File: config.mk
export PLATFORM = sky130hd
export DESIGN_NAME = pipe_run_monitor_flat
export DESIGN_NICKNAME = d
export VERILOG_FILES = /design/src/rtl/pipe_run_monitor_pkg.sv /design/src/rtl/pipe_run_monitor_if.sv /design/src/rtl/pipe_run_monitor_trace_buf.sv /design/src/rtl/pipe_run_monitor.sv /design/src/flat_wrapper.sv
export SDC_FILE = /design/constraint.sdc
export NUM_CORES = 1
export LEC_CHECK = 0
export ABC_CLOCK_PERIOD_IN_PS = 7700
export CAP_MARGIN = 20
export CELL_PAD_IN_SITES_DETAIL_PLACEMENT = 1
export CELL_PAD_IN_SITES_GLOBAL_PLACEMENT = 1
export CORE_UTILIZATION = 25
export DETAILED_ROUTE_END_ITERATION = 7
export PLACE_DENSITY = 0.55
export SYNTH_ARGS = -nofsm -noshare
export SYNTH_HDL_FRONTEND = slang
export SYNTH_SLANG_ARGS = --single-unit
File: constraint.sdc
create_clock -name clk -period 7.7 [get_ports clk]
set_input_delay 1.54 -clock clk [delete_from_list [all_inputs] [get_ports clk]]
set_output_delay 1.54 -clock clk [all_outputs]
set_load 0.01 [all_outputs]
File: src/rtl/pipe_run_monitor_pkg.sv
// Shared encodings for the pipeline run monitor: FSM states, fail codes and the
// termination decision record used by pipe_run_monitor.
package pipe_mon_pkg;

    typedef enum logic [1:0] {
        IDLE = 2'd0,
        RUN  = 2'd1,
        DONE = 2'd2
    } mon_state_e;

    localparam logic [1:0] FAIL_NONE    = 2'b00;
    localparam logic [1:0] FAIL_TEST    = 2'b01;
    localparam logic [1:0] FAIL_TIMEOUT = 2'b10;
    localparam logic [1:0] FAIL_HANG    = 2'b11;

    localparam logic [31:0] TOHOST_ADDR_DEFAULT = 32'h0000_1000;

    // Outcome of one RUN cycle's termination check.
    typedef struct packed {
        logic       hit;
        logic       pass;
        logic [1:0] code;
    } term_t;

endpackage

File: src/rtl/pipe_run_monitor_if.sv
// Monitored core buses and run-status outputs of pipe_run_monitor.
// Trace signals exist only when PIPE_MON_TRACE_EN is defined.
interface pipe_run_monitor_if #(
    parameter int XLEN    = 32,
    parameter int CYCLE_W = 32
);
    logic               start;
    logic               retire_valid;
    logic [XLEN-1:0]    retire_pc;
    logic               dmem_we;
    logic [XLEN-1:0]    dmem_addr;
    logic [XLEN-1:0]    dmem_wdata;
    logic               running;
    logic               done;
    logic               pass;
    logic [1:0]         fail_code;
    logic [XLEN-1:0]    exit_value;
    logic [CYCLE_W-1:0] cycle_count;
    logic [CYCLE_W-1:0] instret_count;
`ifdef PIPE_MON_TRACE_EN
    logic               trace_rd_en;
    logic [XLEN-1:0]    trace_pc;
    logic               trace_valid;

    modport master (
        output start, retire_valid, retire_pc, dmem_we, dmem_addr, dmem_wdata, trace_rd_en,
        input  running, done, pass, fail_code, exit_value, cycle_count, instret_count,
               trace_pc, trace_valid
    );
    modport slave (
        input  start, retire_valid, retire_pc, dmem_we, dmem_addr, dmem_wdata, trace_rd_en,
        output running, done, pass, fail_code, exit_value, cycle_count, instret_count,
               trace_pc, trace_valid
    );
`else
    modport master (
        output start, retire_valid, retire_pc, dmem_we, dmem_addr, dmem_wdata,
        input  running, done, pass, fail_code, exit_value, cycle_count, instret_count
    );
    modport slave (
        input  start, retire_valid, retire_pc, dmem_we, dmem_addr, dmem_wdata,
        output running, done, pass, fail_code, exit_value, cycle_count, instret_count
    );
`endif
endinterface

File: src/rtl/pipe_run_monitor_trace_buf.sv
// Circular buffer of retired PCs: push overwrites the oldest entry when full,
// pop advances the read side, clr empties it.
module pipe_trace_buf #(
    parameter int XLEN  = 32,
    parameter int DEPTH = 8
) (
    input  logic                       clk,
    input  logic                       rst,
    input  logic                       clr,
    input  logic                       push,
    input  logic [XLEN-1:0]            push_data,
    input  logic                       pop,
    output logic [XLEN-1:0]            rd_data,
    output logic [$clog2(DEPTH):0]     count
);
    localparam int PTR_W = $clog2(DEPTH);
    localparam int CNT_W = PTR_W + 1;

    logic [XLEN-1:0]  mem_q [DEPTH];
    logic [PTR_W-1:0] wr_q, wr_d, rd_q, rd_d;
    logic [CNT_W-1:0] cnt_q, cnt_d;
    logic             full;
    logic             do_pop;

    assign full   = (cnt_q == CNT_W'(DEPTH));
    assign do_pop = pop && (cnt_q != '0);

    always_comb begin
        wr_d  = wr_q;
        rd_d  = rd_q;
        cnt_d = cnt_q;
        if (clr) begin
            wr_d  = '0;
            rd_d  = '0;
            cnt_d = '0;
        end else begin
            if (push) wr_d = wr_q + PTR_W'(1);
            // A push into a full buffer drops the oldest entry.
            if (do_pop || (push && full)) rd_d = rd_q + PTR_W'(1);
            if (push && !do_pop && !full) cnt_d = cnt_q + CNT_W'(1);
            else if (do_pop && !push)     cnt_d = cnt_q - CNT_W'(1);
        end
    end

    always_ff @(posedge clk or posedge rst) begin
        if (rst) begin
            wr_q  <= '0;
            rd_q  <= '0;
            cnt_q <= '0;
        end else begin
            wr_q  <= wr_d;
            rd_q  <= rd_d;
            cnt_q <= cnt_d;
        end
    end

    always_ff @(posedge clk) begin
        if (push) mem_q[wr_q] <= push_data;
    end

    assign rd_data = mem_q[rd_q];
    assign count   = cnt_q;

endmodule

File: src/rtl/pipe_run_monitor.sv
// Run controller/monitor for the five-stage core: counts cycles and retirements and ends a run
// on tohost write, timeout or hang. Define PIPE_MON_TRACE_EN to add the retired-PC trace buffer.
module pipe_run_monitor
    import pipe_mon_pkg::*;
#(
    parameter int              XLEN        = 32,
    parameter int              CYCLE_W     = 32,
    parameter int              MAX_CYCLES  = 100000,
    parameter int              HANG_LIMIT  = 1024,
    parameter logic [XLEN-1:0] TOHOST_ADDR = XLEN'(TOHOST_ADDR_DEFAULT)
`ifdef PIPE_MON_TRACE_EN
    ,
    parameter int              TRACE_DEPTH = 8
`endif
) (
    input logic               clk,
    input logic               rst,
    pipe_run_monitor_if.slave mon
);
    localparam logic [CYCLE_W-1:0] CYC_LAST  = CYCLE_W'(MAX_CYCLES - 1);
    localparam logic [CYCLE_W-1:0] IDLE_LAST = CYCLE_W'(HANG_LIMIT - 1);

    mon_state_e         state_q, state_d;
    logic [CYCLE_W-1:0] cycle_q, cycle_d;
    logic [CYCLE_W-1:0] instret_q, instret_d;
    logic [CYCLE_W-1:0] idle_q, idle_d;
    logic               pass_q, pass_d;
    logic [1:0]         fail_q, fail_d;
    logic [XLEN-1:0]    exit_q, exit_d;

    logic  tohost_hit;
    logic  start_run;
    term_t term;

    function automatic logic [CYCLE_W-1:0] sat_inc(input logic [CYCLE_W-1:0] v);
        return (&v) ? v : v + CYCLE_W'(1);
    endfunction

    assign tohost_hit = mon.dmem_we && (mon.dmem_addr == TOHOST_ADDR);
    assign start_run  = mon.start && ((state_q == IDLE) || (state_q == DONE));

    // Termination priority: tohost, then timeout, then hang.
    always_comb begin
        term = '0;
        if (tohost_hit) begin
            term.hit  = 1'b1;
            term.pass = (mon.dmem_wdata == XLEN'(1));
            term.code = term.pass ? FAIL_NONE : FAIL_TEST;
        end else if (cycle_q == CYC_LAST) begin
            term.hit  = 1'b1;
            term.code = FAIL_TIMEOUT;
        end else if ((idle_q == IDLE_LAST) && !mon.retire_valid) begin
            term.hit  = 1'b1;
            term.code = FAIL_HANG;
        end
    end

    always_comb begin
        state_d   = state_q;
        cycle_d   = cycle_q;
        instret_d = instret_q;
        idle_d    = idle_q;
        pass_d    = pass_q;
        fail_d    = fail_q;
        exit_d    = exit_q;
        unique case (state_q)
            IDLE, DONE: begin
                if (start_run) begin
                    state_d   = RUN;
                    cycle_d   = '0;
                    instret_d = '0;
                    idle_d    = '0;
                    pass_d    = 1'b0;
                    fail_d    = FAIL_NONE;
                    exit_d    = '0;
                end
            end
            RUN: begin
                cycle_d = sat_inc(cycle_q);
                if (mon.retire_valid) begin
                    instret_d = sat_inc(instret_q);
                    idle_d    = '0;
                end else begin
                    idle_d    = sat_inc(idle_q);
                end
                if (term.hit) begin
                    state_d = DONE;
                    pass_d  = term.pass;
                    fail_d  = term.code;
                    if (tohost_hit) exit_d = mon.dmem_wdata >> 1;
                end
            end
            default: state_d = IDLE;
        endcase
    end

    always_ff @(posedge clk or posedge rst) begin
        if (rst) begin
            state_q   <= IDLE;
            cycle_q   <= '0;
            instret_q <= '0;
            idle_q    <= '0;
            pass_q    <= 1'b0;
            fail_q    <= FAIL_NONE;
            exit_q    <= '0;
        end else begin
            state_q   <= state_d;
            cycle_q   <= cycle_d;
            instret_q <= instret_d;
            idle_q    <= idle_d;
            pass_q    <= pass_d;
            fail_q    <= fail_d;
            exit_q    <= exit_d;
        end
    end

    assign mon.running       = (state_q == RUN);
    assign mon.done          = (state_q == DONE);
    assign mon.pass          = pass_q;
    assign mon.fail_code     = fail_q;
    assign mon.exit_value    = exit_q;
    assign mon.cycle_count   = cycle_q;
    assign mon.instret_count = instret_q;

`ifdef PIPE_MON_TRACE_EN
    logic [$clog2(TRACE_DEPTH):0] trace_count;
    logic                         trace_push;
    logic                         trace_pop;

    assign trace_push = (state_q == RUN) && mon.retire_valid;
    // Readout is only allowed once the run has finished.
    assign trace_pop  = (state_q == DONE) && mon.trace_rd_en && mon.trace_valid;

    pipe_trace_buf #(
        .XLEN  (XLEN),
        .DEPTH (TRACE_DEPTH)
    ) u_trace_buf (
        .clk       (clk),
        .rst       (rst),
        .clr       (start_run),
        .push      (trace_push),
        .push_data (mon.retire_pc),
        .pop       (trace_pop),
        .rd_data   (mon.trace_pc),
        .count     (trace_count)
    );

    assign mon.trace_valid = (trace_count != '0);
`endif

endmodule

File: src/flat_wrapper.sv
// flat-port wrapper written by rule: the top's interface ports become plain ports
module pipe_run_monitor_flat import pipe_mon_pkg::*;
#(
    parameter int              XLEN        = 32,
    parameter int              CYCLE_W     = 32,
    parameter int              MAX_CYCLES  = 100000,
    parameter int              HANG_LIMIT  = 1024,
    parameter logic [XLEN-1:0] TOHOST_ADDR = XLEN'(TOHOST_ADDR_DEFAULT)

)
  (clk, rst, mon_start, mon_retire_valid, mon_retire_pc, mon_dmem_we, mon_dmem_addr, mon_dmem_wdata, mon_running, mon_done, mon_pass, mon_fail_code, mon_exit_value, mon_cycle_count, mon_instret_count);
  pipe_run_monitor_if #(.XLEN(XLEN), .CYCLE_W(CYCLE_W)) mon_i ();
  input logic clk;
  input logic rst;
  input wire logic [$bits(mon_i.start)-1:0] mon_start;
  input wire logic [$bits(mon_i.retire_valid)-1:0] mon_retire_valid;
  input wire logic [$bits(mon_i.retire_pc)-1:0] mon_retire_pc;
  input wire logic [$bits(mon_i.dmem_we)-1:0] mon_dmem_we;
  input wire logic [$bits(mon_i.dmem_addr)-1:0] mon_dmem_addr;
  input wire logic [$bits(mon_i.dmem_wdata)-1:0] mon_dmem_wdata;
  output wire logic [$bits(mon_i.running)-1:0] mon_running;
  output wire logic [$bits(mon_i.done)-1:0] mon_done;
  output wire logic [$bits(mon_i.pass)-1:0] mon_pass;
  output wire logic [$bits(mon_i.fail_code)-1:0] mon_fail_code;
  output wire logic [$bits(mon_i.exit_value)-1:0] mon_exit_value;
  output wire logic [$bits(mon_i.cycle_count)-1:0] mon_cycle_count;
  output wire logic [$bits(mon_i.instret_count)-1:0] mon_instret_count;
  assign mon_i.start = mon_start;
  assign mon_i.retire_valid = mon_retire_valid;
  assign mon_i.retire_pc = mon_retire_pc;
  assign mon_i.dmem_we = mon_dmem_we;
  assign mon_i.dmem_addr = mon_dmem_addr;
  assign mon_i.dmem_wdata = mon_dmem_wdata;
  assign mon_running = mon_i.running;
  assign mon_done = mon_i.done;
  assign mon_pass = mon_i.pass;
  assign mon_fail_code = mon_i.fail_code;
  assign mon_exit_value = mon_i.exit_value;
  assign mon_cycle_count = mon_i.cycle_count;
  assign mon_instret_count = mon_i.instret_count;
  pipe_run_monitor #(.XLEN(XLEN), .CYCLE_W(CYCLE_W), .MAX_CYCLES(MAX_CYCLES), .HANG_LIMIT(HANG_LIMIT), .TOHOST_ADDR(TOHOST_ADDR)) u_core (.clk(clk), .rst(rst), .mon(mon_i));
endmodule
After elaboration in Yosys (flattened, before gate mapping) --
Index checks and enable logic that the tools add are counted.
Operators by class: $add $sub $neg 3, eq/ne operators 13, multiplexer cells 29, reductions and logical operators 17
Operator list (count):
- two-way mux 32 bit | 8
- case mux 32 bit (2 select lines) | 4
- adder 32 x 1 -> 32 bit (second input constant) | 3
- AND reduction 32 bit | 3
- equality test 32 x 1 -> 1 bit (second input constant) | 1
- equality test 32 x 10 -> 1 bit (second input constant) | 1
- equality test 32 x 13 -> 1 bit (second input constant) | 1
- equality test 32 x 17 -> 1 bit (second input constant) | 1
- two-way mux 2 bit | 7
- AND reduction 3 bit | 3
- case mux 2 bit (2 select lines) | 2
- AND reduction 4 bit | 2
- two-way mux 1 bit | 7
- inequality test 2 x 1 -> 1 bit (second input constant) | 3
- inequality test 2 bit (second input constant) | 3
- logical AND 1 bit | 3
- inequality test 3 bit (second input constant) | 1
- equality test 2 x 1 -> 1 bit (second input constant) | 1
- equality test 2 bit (second input constant) | 1
- logical NOT 2 bit | 1
- case mux 1 bit (2 select lines) | 1
- AND reduction 2 bit | 1
- nonzero test 2 bit | 1
- OR reduction 2 bit | 1
- other kinds (2) | 2
Storage, ports and cells: flip-flop bits (word level) 133, bits of input ports 101, output and inout port bits 101, logic and storage cells 69

Logic depth before layout (Yosys ltp) --
word-level depth 7, mapped depth 9, mapped depth without buffers 6

Worst setup path before layout --
Ideal clock, no wire load.
path type input to register, start in mon_dmem_addr[1], end reg u_core.exit_q[0], in the netlist u_core.mon.exit_value[0], library setup time 131 ps, data arrival time 2949 ps, setup slack 4620 ps, cell stages on the path 6, path buffers 1, cells stage by stage nor4b_1 -> nand4_1 -> nor3_1 -> a21oi_1 -> buf_2 -> mux2i_1
On the way: word-level cells in the longest chain between the ends 5, elaborated cells between the ends (all ways) 6, those cells by class eq/ne (3); mux (1); reduce/logical (2)
Ends and longest elaborated chain:
- start: declaration | RTL line flat_wrapper.sv:19 | input wire logic [$bits(mon_i.dmem_addr)-1:0] mon_dmem_addr;
- equality test 32 x 13 -> 1 bit * | RTL line pipe_run_monitor.sv:39 | assign tohost_hit = mon.dmem_we && (mon.dmem_addr == TOHOST_ADDR);
- logical AND 1 bit * | RTL line pipe_run_monitor.sv:39
- two-way mux 1 bit | RTL line pipe_run_monitor.sv:45 | if (tohost_hit) begin
- inequality test 2 x 1 -> 1 bit (no line)
- AND reduction 4 bit (no line) *
- end signal: assignment | RTL line pipe_run_monitor.sv:113 | exit_q <= exit_d;
- end: declaration | RTL line pipe_run_monitor.sv:29 | logic [XLEN-1:0] exit_q, exit_d;
Mark *: on every way between the ends. The rest lies on a longest branch, timed or not. A chain may end at the register's enable or synchronous reset.

Worst setup path after layout --
start in mon_start, end reg u_core.instret_q[9], in the netlist u_core.mon.instret_count[9]
On the way: word-level cells in the longest chain between the ends 3
Ends and longest elaborated chain:
- start: declaration | RTL line flat_wrapper.sv:15 | input wire logic [$bits(mon_i.start)-1:0] mon_start;
- logical AND 1 bit | RTL line pipe_run_monitor.sv:40 | assign start_run = mon.start && ((state_q == IDLE) || (state_q == DONE));
- inequality test 2 x 1 -> 1 bit (no line)
- AND reduction 4 bit (no line)
- end signal: assignment | RTL line pipe_run_monitor.sv:109 | instret_q <= instret_d;
- end: declaration | RTL line pipe_run_monitor.sv:25 | logic [CYCLE_W-1:0] instret_q, instret_d;
No other way between the ends.

==> flow_summary.rst <==
.. list-table::
   :header-rows: 1

   * - Metric
     - Value
   * - Endpoint class of the critical path
     - flip-flop
   * - Vias per inst
     - approximately 5.3
   * - Initial DRC Count
     - between 400 and 500
   * - Final GP Congestion
     - around 0.7
   * - Switching power as a share of total power
     - 28.1%
   * - Slack of the critical path
     - 3.26 ns
   * - Standard cell core area
     - around 29000 µm²
   * - Fraction of registers with async set or reset after synthesis
     - 100%
   * - Post-synthesis cell count
     - a little over 800
   * - Worst-skew pair later-pin latency
     - about 0.43 ns
   * - Family of cells with the greatest summed delay on the critical path
     - simple AND/OR/NAND/NOR gates
   * - Final period utilization
     - 57.6%
   * - Power spent charging and discharging nets
     - between 0.5 and 0.6 mW
   * - Leakage power figure
     - 4.15 nW
   * - Die Y-Extent
     - between 150 and 200 µm
   * - Gates resized, CTS repair
     - 0
   * - Post-Route WL
     - 25100 µm
   * - Max H-tree Level
     - 4
   * - Simple-Gate Fraction of Synth Area
     - between 20% and 30%
   * - Max Root-Sink Buffers
     - 2
   * - Yosys top cell area share
     - about 45%
   * - Share of final-layout standard cells stronger than drive strength 1
     - 6.40%
   * - Classification of the worst-slack hold path
     - flip-flop to flip-flop
   * - Synthesized netlist net count
     - between 900 and 1000
   * - CTS Buf Count
     - 17
   * - Number of buffer and inverter instances along the worst setup path
     - 3
   * - Unrepaired setup endpoints after global routing
     - no
   * - Post-synthesis cell area
     - approximately 7400 µm²
   * - Final layout net count
     - between 1000 and 1500
   * - Hold bufs inserted after CTS
     - 0
   * - Max-cap violations
     - 0
   * - Aggregate global routing overflow
     - 0
   * - Slew Limit Fails
     - 0
   * - Number of placed I/O pins
     - slightly above 200
   * - Setup Total Neg Slack
     - 0 ns
   * - Sequential fraction of the synthesis area
     - about 45%
   * - Cell type contributing the most total cell area after synthesis
     - dfrtp_1
   * - Internal Pwr Total
     - between 1 and 1.5 mW
   * - Required time worst endpoint
     - approximately 8 ns
   * - Average wire length per cell after detail routing
     - between 15 and 20 µm
   * - Crit start category
     - input pin
   * - Global-route wire length before repair
     - 41000 µm
   * - Die footprint
     - roughly 30000 µm²
   * - Relative area change from synthesis to final layout
     - 36.7%
   * - Seq pwr share
     - a little over two fifths
   * - Achievable clock frequency
     - 225 MHz
   * - Power share of the clock group
     - between 40% and 50%
   * - Cell Rows
     - 62
   * - Mux cell area share after synthesis
     - under 10%
   * - Clock-pin slew on the worst setup and hold paths
     - approximately 0.06 ns
   * - Main flop type after synthesis
     - dfrtp_1
   * - Adder and majority gate portion of the synthesized area
     - less than 1%
   * - CTS tree
     - yes
   * - Compound-cell area share of the yosys netlist
     - between 10% and 20%
   * - Global Route Usage Sum
     - 16.9%
   * - Detailed-route DRC error count
     - 0
   * - Data arrival time of the critical path
     - approximately 4.8 ns
   * - Initial antenna violation count
     - 0
   * - Final Hold Viols
     - 0
   * - Horizontal die dimension
     - 174 µm
   * - Worst IR Drop VDD
     - 149 µV
   * - Post-Place Setup Slack
     - approximately 2.8 ns
   * - Drt pass-1 iters
     - 5
   * - Transition time at the pin with the least slew margin
     - roughly 0.94 ns
   * - Inserted Diodes
     - 0
   * - Number of unique standard cell types used by synthesis
     - 50
   * - Largest fanout on the critical path
     - 34
   * - Starting density of the core
     - ~26%
   * - Setup Skew
     - about 0.013 ns
   * - Fill count
     - 3330
   * - Combinational cell fraction of total power
     - a little over an eighth
   * - Port buffer count
     - about 170
   * - Longest individual stage delay on the worst path
     - 0.71 ns
   * - Root Buffer Master
     - clkbuf_16
   * - Cells taking the most area after synthesis
     - dfrtp_1 (45%), mux2i_1 (5.3%), or4_1 (5.3%), nand2_1 (4.6%), o31ai_1 (4.5%)
   * - EDFF count, synth
     - 0
   * - Flip-flop and latch count after synthesis
     - 132
   * - Max-slew headroom at the worst pin
     - about 37%
   * - Type of the worst setup path
     - input pin to flip-flop
   * - Standard cell with the maximum stage delay on the critical path
     - nand2_1
   * - DP HPWL
     - roughly 17000 µm
   * - Post-Synthesis Mean Instance Area
     - between 9 and 10 µm²
   * - Total design power
     - a little under 2 mW
   * - Vias in the first global route
     - about 7200
   * - Via count
     - around 7200
   * - Number of nets with antenna violations after detailed routing
     - 0
   * - Setup bufs post-CTS
     - 0
   * - CTS sink cnt
     - roughly 130
   * - Run status
     - finished clean
   * - Cell-by-cell trace of the critical path
     - clkdlybuf4s50_1, nand2b_1, buf_4, nand2_1, nand2_1, buf_4, or4_1, a21oi_1
   * - Final setup violation count
     - 0
   * - Crit path time final
     - roughly 4.4 ns
   * - Pwr Density
     - 193 nW/µm²
   * - Maximum number of pins on one net before global-route repair
     - 82
   * - Total number of yosys warnings
     - 0
   * - Post-Synth XOR/XNOR Area
     - 0.118%
   * - Largest family of logic cells by synthesized area
     - simple AND/OR/NAND/NOR gates
-- cells in the final DEF, fill, tap and decap left out, types with 2 or more instances in the layout --
cell type / instances
nand4_1: 39
clkbuf_16: 17
inv_6: 5
nor3b_1: 2
a211oi_1: 2
dfrtp_1: 132
o21a_1: 4
o31a_1: 2
nor3_1: 11
nand3_1: 40
a211o_1: 2
and2_1: 2
bufinv_16: 3
nand2_1: 90
o311ai_0: 9
and3_1: 18
o21ai_0: 32
o41ai_1: 11
a21oi_1: 57
nand2b_1: 16
nor2b_1: 2
nand3b_1: 2
clkinv_4: 4
ha_1: 3
or3_1: 21
clkdlybuf4s50_1: 168
nor2_1: 19
and4_1: 12
buf_4: 14
or2_2: 5
nor4b_1: 4
inv_8: 2
inv_1: 38
nor4_1: 33
mux2i_1: 39
a41oi_1: 3
o31ai_1: 44
o211ai_1: 5
or4_1: 52
-- synth_stat cells (9+ instances only) --
cell and count:
nand2b_1 16, o21ai_0 32, or4_1 52, clkbuf_1 26
nand2_1 90, nor4_1 34, inv_1 39, nand4_1 39
or3_1 21, and3_1 18, a21oi_1 59, and4_1 12
nor2_1 19, o31ai_1 44, o41ai_1 11, dfrtp_1 132
buf_2 18, nand3_1 40, mux2i_1 39, o311ai_0 9
nor3_1 11
-- power by group through the flow --
stage          registers, mW  clock network (mW)  logic (mW)
6_report               0.812               0.884       0.258
5_1_grt                0.824               0.936       0.287
4_1_cts                0.813               0.909       0.266
3_5_place_dp           0.825                   0       0.265
3_3_place_gp           0.823                   0       0.262
2_1_floorplan          0.822                   0      0.0865
-- final timing paths --
check,from,end,slack [ns],cells past startpoint
worst min-delay path,u_core.mon.pass,u_core.mon.pass,0.48,1
min in group asynchronous,rst,u_core.idle_q[28],1.64,2
worst min register to register,u_core.mon.pass,u_core.mon.pass,0.48,1
worst max register to register,u_core.state_q[0],u_core.mon.instret_count[9],4.07,8
worst max-delay path,mon_start,u_core.mon.instret_count[9],3.26,8
max in group asynchronous,rst,u_core.state_q[1],4.79,3
-- metal layers --
layer,vias up,part of all wire (%),GRT usage (%),wire length [µm]
met2,148,47,27.7,11800
met1,3629,47,22.5,11800
li1,3441,-,-,-
met3,16,5.1,3.67,1270
met5,-,0,0,0
met4,0,0.93,4.24,232
-- state kept, by name, indices dropped and copies added, names as in the netlist --
register                  cells
u_core.idle_q                32
u_core.mon.cycle_count       32
u_core.mon.exit_value        31
u_core.mon.fail_code          2
u_core.mon.instret_count     32
u_core.mon.pass               1
u_core.state_q                2
-- area by class of cell --
class	instances	area (µm²)	area share, %
repair buffers	182	1790	17.6
inverters	40	155	1.53
clock buffers	17	425	4.20
multi-input cells	598	3790	37.4
flip-flops and latches	132	3300	32.6
well taps	384	480	4.74
clock inverters	15	195	1.92
-- metrics by stage --
step | cell area [µm²] | cells | utilization [%] | hold WS, ns
finish | 10100 | 1368 | 35.0 | 0.480
global route | 10100 | 1368 | 35.0 | 0.505
CTS | 10100 | 1368 | 35.0 | 0.483
detailed placement | 9520 | 1336 | 32.9 | 0.478
global placement | 9520 | 1336 | 32.9 | 0.461
floorplan | 7420 | 817 | - | 0.468
-- logic make-up (layout without fill, tap and decap cells) --
kind of cell / count (synthesis) / count (layout)
AND/OR/NAND/NOR: 376 / 376
AO/OA/AOI/OAI: 178 / 178
flip-flops: 132 / 132
buffers and inverters: 87 / 254
multiplexers: 39 / 39
adder cells (fa/ha/maj): 3 / 3
other: 1 / 1
XOR/XNOR: 1 / 1
No activity file was read; power rests on OpenSTA's default activity.
